**config.mk**
```make
export PLATFORM = sky130hd
export DESIGN_NAME = conv1_sched
export DESIGN_NICKNAME = d
export VERILOG_FILES = /design/src/rtl/conv1_sched.sv
export SDC_FILE = /design/constraint.sdc
export NUM_CORES = 1
export LEC_CHECK = 0
export ABC_AREA = 1
export ABC_CLOCK_PERIOD_IN_PS = 2100
export CORE_MARGIN = 1.5
export CORE_UTILIZATION = 40
export CTS_CLUSTER_SIZE = 30
export DETAILED_ROUTE_END_ITERATION = 8
export HOLD_SLACK_MARGIN = 0.08
export PLACE_DENSITY = 0.72
export REMOVE_ABC_BUFFERS = 1
export SLEW_MARGIN = 10
export SYNTH_ARGS = -nofsm -noshare
export SYNTH_HDL_FRONTEND = slang
export SYNTH_SLANG_ARGS = --single-unit
```
**constraint.sdc**
```tcl
create_clock -name clk -period 2.1 [get_ports clk]
set_input_delay 0.42 -clock clk [delete_from_list [all_inputs] [get_ports clk]]
set_output_delay 0.42 -clock clk [all_outputs]
set_load 0.01 [all_outputs]
```
**src/rtl/conv1_sched.sv**
```systemverilog
// conv1_sched: per-channel sequencer for the conv1 engine. For each of NUM_CH
// channels it loads a 5x5 weight window and a bias from 1-cycle-latency ROMs,
// releases the engine, and waits until both the conv and maxpool beat counts
// are complete before moving to the next channel.
// Optional feature macro: CONV1_SCHED_WATCHDOG_EN adds the err output and an
// idle-cycle watchdog in RUN that aborts the run after TIMEOUT silent cycles.
module conv1_sched #(
  parameter int unsigned NUM_CH   = 6,
  parameter int unsigned CONV_CNT = 784,
  parameter int unsigned POOL_CNT = 196,
  parameter int unsigned TIMEOUT  = 4096
) (
  input  logic              clk,
  input  logic              rst,
  input  logic              start,
  output logic              busy,
  output logic              done,
  output logic [7:0]        wrom_addr,
  input  logic signed [8:0] wrom_data,
  output logic [2:0]        brom_addr,
  input  logic signed [8:0] brom_data,
  output logic [44:0]       weight_m_1,
  output logic [44:0]       weight_m_2,
  output logic [44:0]       weight_m_3,
  output logic [44:0]       weight_m_4,
  output logic [44:0]       weight_m_5,
  output logic signed [8:0] bias,
  output logic              eng_rstn,
  input  logic              conv_valid,
  input  logic              maxpool_valid,
  output logic [2:0]        ch_idx,
  output logic              ch_done
`ifdef CONV1_SCHED_WATCHDOG_EN
  ,
  output logic              err
`endif
);

  localparam int unsigned CNT_W   = 10;
  localparam int unsigned LD_W    = 5;
  localparam int unsigned KSZ     = 5;
  localparam int unsigned WIN     = 25;
  localparam int unsigned LD_LAST = 25;

  typedef enum logic [2:0] {
    S_IDLE,
    S_LOAD,
    S_RUN,
    S_NEXT,
    S_DONE
  } state_t;

  state_t            state_q;
  logic              busy_q;
  logic              done_q;
  logic              ch_done_q;
  logic              eng_rstn_q;
  logic [2:0]        ch_q;
  logic [7:0]        wrom_addr_q;
  logic [2:0]        brom_addr_q;
  logic [44:0]       wm_q [KSZ];
  logic signed [8:0] bias_q;
  logic [LD_W-1:0]   ld_cnt_q;
  logic [2:0]        col_q;
  logic [CNT_W-1:0]  conv_cnt_q;
  logic [CNT_W-1:0]  conv_cnt_d;
  logic [CNT_W-1:0]  pool_cnt_q;
  logic [CNT_W-1:0]  pool_cnt_d;
  logic              conv_full_c;
  logic              pool_full_c;
  logic              last_ch_c;
  logic [2:0]        ch_nxt_c;

`ifdef CONV1_SCHED_WATCHDOG_EN
  localparam int unsigned WD_W = $clog2(TIMEOUT + 1);
  logic [WD_W-1:0] wd_q;
  logic            err_q;
  logic            silent_c;
  assign silent_c = !(conv_valid || maxpool_valid);
  assign err      = err_q;
`else
  logic unused_timeout;
  assign unused_timeout = ^32'(TIMEOUT);
`endif

  // Saturating next beat counts and channel bookkeeping
  always_comb begin
    conv_cnt_d = conv_cnt_q;
    pool_cnt_d = pool_cnt_q;
    if (conv_valid && (conv_cnt_q != CNT_W'(CONV_CNT))) begin
      conv_cnt_d = conv_cnt_q + CNT_W'(1);
    end
    if (maxpool_valid && (pool_cnt_q != CNT_W'(POOL_CNT))) begin
      pool_cnt_d = pool_cnt_q + CNT_W'(1);
    end
    conv_full_c = (conv_cnt_d == CNT_W'(CONV_CNT));
    pool_full_c = (pool_cnt_d == CNT_W'(POOL_CNT));
    ch_nxt_c    = ch_q + 3'd1;
    last_ch_c   = ((32'(ch_q) + 32'd1) >= NUM_CH);
  end

  // Sequencer FSM with registered outputs
  always_ff @(posedge clk) begin
    if (rst) begin
      state_q     <= S_IDLE;
      busy_q      <= 1'b0;
      done_q      <= 1'b0;
      ch_done_q   <= 1'b0;
      eng_rstn_q  <= 1'b0;
      ch_q        <= '0;
      wrom_addr_q <= '0;
      brom_addr_q <= '0;
      wm_q        <= '{default: '0};
      bias_q      <= '0;
      ld_cnt_q    <= '0;
      col_q       <= '0;
      conv_cnt_q  <= '0;
      pool_cnt_q  <= '0;
`ifdef CONV1_SCHED_WATCHDOG_EN
      wd_q        <= '0;
      err_q       <= 1'b0;
`endif
    end else begin
      done_q    <= 1'b0;
      ch_done_q <= 1'b0;
`ifdef CONV1_SCHED_WATCHDOG_EN
      if (state_q != S_RUN) wd_q <= '0;
`endif
      unique case (state_q)
        S_IDLE: begin
          if (start) begin
            state_q     <= S_LOAD;
            busy_q      <= 1'b1;
            ch_q        <= '0;
            wrom_addr_q <= '0;
            brom_addr_q <= '0;
            ld_cnt_q    <= '0;
            col_q       <= '0;
`ifdef CONV1_SCHED_WATCHDOG_EN
            err_q       <= 1'b0;
`endif
          end
        end
        S_LOAD: begin
          // ROM data arriving in cycle k belongs to the address issued in k-1
          ld_cnt_q <= ld_cnt_q + LD_W'(1);
          if (ld_cnt_q < LD_W'(LD_LAST - 1)) wrom_addr_q <= wrom_addr_q + 8'd1;
          if (ld_cnt_q == LD_W'(1)) bias_q <= brom_data;
          if (ld_cnt_q != '0) begin
            // Row-major weights: each column register shifts in one row, row 0 ends in the MSBs
            wm_q[col_q] <= {wm_q[col_q][35:0], wrom_data};
            col_q       <= (col_q == 3'(KSZ - 1)) ? 3'd0 : col_q + 3'd1;
          end
          if (ld_cnt_q == LD_W'(LD_LAST)) begin
            state_q    <= S_RUN;
            eng_rstn_q <= 1'b1;
            conv_cnt_q <= '0;
            pool_cnt_q <= '0;
          end
        end
        S_RUN: begin
          conv_cnt_q <= conv_cnt_d;
          pool_cnt_q <= pool_cnt_d;
          if (conv_full_c && pool_full_c) begin
            state_q    <= S_NEXT;
            eng_rstn_q <= 1'b0;
            ch_done_q  <= 1'b1;
          end
`ifdef CONV1_SCHED_WATCHDOG_EN
          else if (silent_c) begin
            if (wd_q == WD_W'(TIMEOUT - 1)) begin
              state_q    <= S_IDLE;
              busy_q     <= 1'b0;
              eng_rstn_q <= 1'b0;
              err_q      <= 1'b1;
            end else begin
              wd_q <= wd_q + WD_W'(1);
            end
          end else begin
            wd_q <= '0;
          end
`endif
        end
        S_NEXT: begin
          if (last_ch_c) begin
            state_q <= S_DONE;
            done_q  <= 1'b1;
          end else begin
            state_q     <= S_LOAD;
            ch_q        <= ch_nxt_c;
            wrom_addr_q <= 8'(ch_nxt_c) * 8'(WIN);
            brom_addr_q <= ch_nxt_c;
            ld_cnt_q    <= '0;
            col_q       <= '0;
          end
        end
        S_DONE: begin
          state_q <= S_IDLE;
          busy_q  <= 1'b0;
        end
        default: begin
          state_q    <= S_IDLE;
          busy_q     <= 1'b0;
          eng_rstn_q <= 1'b0;
        end
      endcase
    end
  end

  assign busy       = busy_q;
  assign done       = done_q;
  assign ch_done    = ch_done_q;
  assign eng_rstn   = eng_rstn_q;
  assign ch_idx     = ch_q;
  assign wrom_addr  = wrom_addr_q;
  assign brom_addr  = brom_addr_q;
  assign weight_m_1 = wm_q[0];
  assign weight_m_2 = wm_q[1];
  assign weight_m_3 = wm_q[2];
  assign weight_m_4 = wm_q[3];
  assign weight_m_5 = wm_q[4];
  assign bias       = bias_q;

endmodule
```
Word-level counts from Yosys, hierarchy flattened

Index checks and enable logic that the tools add are counted.

Muxes and demuxes: 37
Multipliers: 1
$lt $le $gt $ge: 4
Reduce and logical (&&, ||, !) cells: 23
$add $sub $neg: 7
Bitwise logic cells: 5
Equal/unequal tests: 17

Operators with widths:

| operator              | count |
|---|---|
| $bwmux 225            | 1 |
| $bmux 45 s3           | 1 |
| $demux 45 s3          | 1 |
| $mux 36               | 2 |
| $mux 45               | 1 |
| $pmux 10 s2           | 2 |
| $mux 10               | 3 |
| $mux 3                | 9 |
| $mux 8                | 3 |
| $pmux 8 s3            | 1 |
| $add 10x1->10 const B | 2 |
| $pmux 5 s3            | 1 |
| $ne 2x2->1 const B    | 6 |
| $pmux 3 s4            | 1 |
| $reduce_and 3->1      | 4 |
| $eq 10x10->1 const B  | 1 |
| $eq 10x8->1 const B   | 1 |
| $mux 5                | 2 |
| $ne 10x10->1 const B  | 1 |
| $ne 10x8->1 const B   | 1 |
| $pmux 3 s3            | 1 |
| $add 8x1->8 const B   | 1 |
| $mul 3x5->8 const B   | 1 |
| $reduce_and 2->1      | 4 |
| 26 further kinds      | 43 |

Input bits: 23
Flip-flop bits (word level): 280

Depth between registers and ports, before layout

Depth in word-level cells: 7
Mapped depth: 15

Worst setup path before layout

Ideal clock, no wire load.

Kind: reg-to-reg
Start: register, netlist name brom_addr[0]
End: register wrom_addr_q[6], in the netlist wrom_addr[6]
Data required time: 2.029 ns
Path slack: 0.113 ns
Period minus slack after synthesis: 1.987 ns
Stages on the path, launching flop included: 10
Setup time: 0.071 ns
Arrival time: 1.916 ns
Path buffers: 0
Cells stage by stage: dfxtp_1 -> ha_1 -> xor2_1 -> ha_1 -> ha_1 -> ha_1 -> nand2_1 -> o21ai_0 -> nand2_1 -> a21oi_1

RTL lines:

| what                 | RTL line | RTL |
|---|---|---|
| end signal, assigned | 147      | `if (ld_cnt_q < LD_W'(LD_LAST - 1)) wrom_addr_q <= wrom_addr_q + 8'd1;` |
| end signal, assigned | 191      | `wrom_addr_q <= 8'(ch_nxt_c) * 8'(WIN);` |
| end, declared        | 59       | `logic [7:0] wrom_addr_q;` |

Final worst setup path

Start: register wm_q (netlist bit weight_m_1[11])
End: output port weight_m_1[11]

RTL lines:

| what                            | RTL line | RTL |
|---|---|---|
| start, declared                 | 61       | `logic [44:0] wm_q [KSZ];` |
| start signal, assigned by index | 151      | `wm_q[col_q] <= {wm_q[col_q][35:0], wrom_data};` |
| end, declared                   | 22       | `output logic [44:0] weight_m_1,` |

No word-level cell between the ends.

==> summary.md <==
| Metric | Value |
|---|---|
| Most frequent cells in the layout | `dfxtp_1, clkdlybuf4s50_1, a21oi_1` |
| Clock buffer count from CTS | `30` |
| Largest net degree at the start of global routing | `66` |
| Finished Core Util | `58.6%` |
| Grt met1 use | `31.9%` |
| Post-synth EDFFs | `0` |
| Placed instance area | `15100 um^2` |
| Critical path's slowest cell | `clkdlybuf4s50_1` |
| Top FF cell, synth | `dfxtp_1` |
| Final ANT Viol Nets | `0` |
| Synth warn | `0` |
| WL final | `39.7 mm` |
| Combinational Power Share | `13.4%` |
| Clock Sinks | `280` |
| WP buf/inv | `1` |
| CP top delay family | `buffers and inverters` |
| Setup crit start kind | `register` |
| Worst path max stage delay | `0.62 ns` |
| Worst slew margin | `53.1%` |
| Clk_lat worst skew | `0.59 ns` |
| Number of max-cap violations | `0` |
| Die ar. | `29500 um^2` |
| Hpwl dp | `26.9 mm` |
| Total grt overflow | `0` |
| Drt first-iter violations | `694` |
| Vias in the first global route | `11.1k` |
| Layout cells sized above 1 | `11.2%` |
| Hold slack | `0.469 ns` |
| Met2 GRT Util | `44.0%` |
| Post-synth ARST share | `0%` |
| Non-filler cells, final | `2166` |
| Syn Area/Cell | `7.89 um^2` |
| GRT Util Overall | `26.1%` |
| Final Max Slew Viols | `0` |
| Final Cell Area | `16400 um^2` |
| Max Clk Rate | `484 MHz` |
| Global route hottest layer | `met2` |
| H-tree depth | `1` |
| CTS clk-pin slew, worst paths | `0.06 ns` |
| Post-route DRC | `0` |
| Gate Count Post-Synth | `1443` |
| Final RePlAce weighted congestion | `0.888` |
| CORE AREA | `27900 um^2` |
| Unique cell type count in the Yosys netlist | `34` |
| Root Buffer | `clkbuf_16` |
| Std-Cell Rows | `61` |
| DR pass1 iterations | `5` |
| Most common cell after layout, fill and taps aside | `dfxtp_1` |
| TritonCTS clock tree | `yes` |
| Power Dens Cells | `783 nW/um^2` |
| Die Ht | `172 um` |
| Switching share of power | `26.1%` |
| Worst Path Required | `1.68 ns` |
| Area grow syn2layout | `43.9%` |
| Die width | `172 um` |
| Met3 usage in global routing | `7.32%` |
| Final setup vio count | `0` |
| Initial Util | `40.8%` |
| Seq cells post-synth | `280` |
| P_sw | `0.00334 W` |
| Tcrit/Tclk final | `98.5%` |
| Vias | `11.6k` |
| Status | `finished, final reports clean` |
| IO Pins | `275` |
| Slew of the pin with the lowest slew margin | `0.704 ns` |
| Vias/cell | `5.36` |
| Hold Path Class | `register to register` |
| ANT cells | `0` |
| Worst path arrival time | `1.65 ns` |
| Post-synth design cell area | `11400 um^2` |
| Clock power frac | `43.2%` |
| Layout Nets | `1806` |
| Port-buffer cells | `274` |
| Initial antenna violation count | `0` |
| Critical path type | `register to primary output` |
| Critical path cell sequence | `clkdlybuf4s50_1` |
| Final Hold Fails | `0` |
| Flop pwr share | `43.4%` |
| Seq/Total Area, Yosys | `49.2%` |
| Max VDD drop | `0.690 mV` |
| CP Capture Type | `primary output` |
| DP Cell Count | `2098` |
| Int Power | `0.00949 W` |
| Post-route total power | `0.0128 W` |
| Skew final | `0.0356 ns` |
| Static leakage | `6.11 nW` |
| Drt wl/cell | `18.3 um` |
| First-pass GRT wire length | `60.8 mm` |
| Min Tclk post-route | `2.07 ns` |
| Clock buffer depth | `3` |
| Worst-path fanout max | `3` |
[final timing paths]
| path | start | to | slack [ns] | cells past startpoint |
|---|---|---|---|---|
| hold / removal | weight_m_3[2]$_SDFFE_PP0P_ | weight_m_3[2]$_SDFFE_PP0P_ | 0.47 | 2 |
| setup / recovery | weight_m_1[11]$_SDFFE_PP0P_ | weight_m_1[11] | 0.03 | 1 |
| hold reg to reg | weight_m_3[2]$_SDFFE_PP0P_ | weight_m_3[2]$_SDFFE_PP0P_ | 0.47 | 2 |
| setup reg to reg | brom_addr[1]$_SDFFE_PP0P_ | wrom_addr[5]$_SDFFE_PP0P_ | 0.13 | 12 |
[layer usage]
metal	vias up	wire length [um]
met5	-	0
met4	0	1290
met3	72	3130
li1	5648	-
met2	358	18600
met1	5542	16700
[final cells by class]
| cell class | count | area (um^2) |
|---|---|---|
| tap | 378 | 473 |
| clock inverter | 12 | 191 |
| timing repair buffer | 382 | 3780 |
| multi-input combinational | 962 | 5060 |
| fill | 2456 | 11600 |
| sequential | 280 | 5610 |
| clock buffer | 42 | 846 |
| inverter | 110 | 427 |
[power by group through the flow]
| stage | clock [W] | sequential, W | combinational, W |
|---|---|---|---|
| after detailed placement | 0 | 0.00568 | 0.00164 |
| final | 0.00555 | 0.00557 | 0.00171 |
| after global routing | 0.00582 | 0.00558 | 0.00185 |
| after CTS | 0.00561 | 0.00557 | 0.00166 |
| after floorplan | 0 | 0.00573 | 0.000637 |
| after global placement | 0 | 0.00568 | 0.00162 |
[synth_stat cells (11+ instances only)]
cell type | n | area [um^2]
dfxtp_1 | 280 | 5610
nor2_1 | 101 | 379
inv_1 | 97 | 364
o2bb2ai_1 | 13 | 114
a21oi_1 | 252 | 1260
inv_2 | 12 | 45.0
nand3_1 | 50 | 250
clkbuf_1 | 46 | 173
a211oi_1 | 11 | 82.6
o21ai_0 | 233 | 1170
ha_1 | 17 | 213
o21ai_1 | 31 | 155
nand2_1 | 162 | 608
a221oi_1 | 27 | 236
buf_2 | 38 | 190
o22ai_1 | 26 | 163
[metrics by stage]
| step | TNS (ns) | setup WS, ns |
|---|---|---|
| floorplan | -307.07 | -1.46 |
| global placement | -16.76 | -0.353 |
| detailed placement | -21.58 | -0.419 |
| CTS | 0 | 0.000684 |
| global route | -0.00205 | -0.00205 |
| finish | 0 | 0.0317 |
[what timing repair did]
action,CTS,global route
endpoints found under the setup margin,84,123
hold endpoints to repair,0,0
gates resized for setup,4,19
hold buffers,0,0
buffers inserted,5,9
pin swaps,2,5
[registers in the layout, summed over array words and instances, names as in the netlist]
register	cells
busy	1
weight_m_1	45
state_q	3
wrom_addr	8
weight_m_5	45
col_q	3
conv_cnt_q	10
brom_addr	3
ch_done	1
ld_cnt_q	5
bias	9
weight_m_4	45
weight_m_3	45
pool_cnt_q	10
weight_m_2	45
done	1
eng_rstn	1
[cells by family after synthesis]
| logic type | after synthesis | share of synthesized area [%] |
|---|---|---|
| xor+xnor | 7 | 0.538 |
| flops | 280 | 49.2 |
| buf+inv | 201 | 7.27 |
| compound gates | 600 | 28.5 |
| simple gates | 338 | 12.6 |
| fa+ha+maj | 17 | 1.87 |
(Power assumes the default switching activity.)
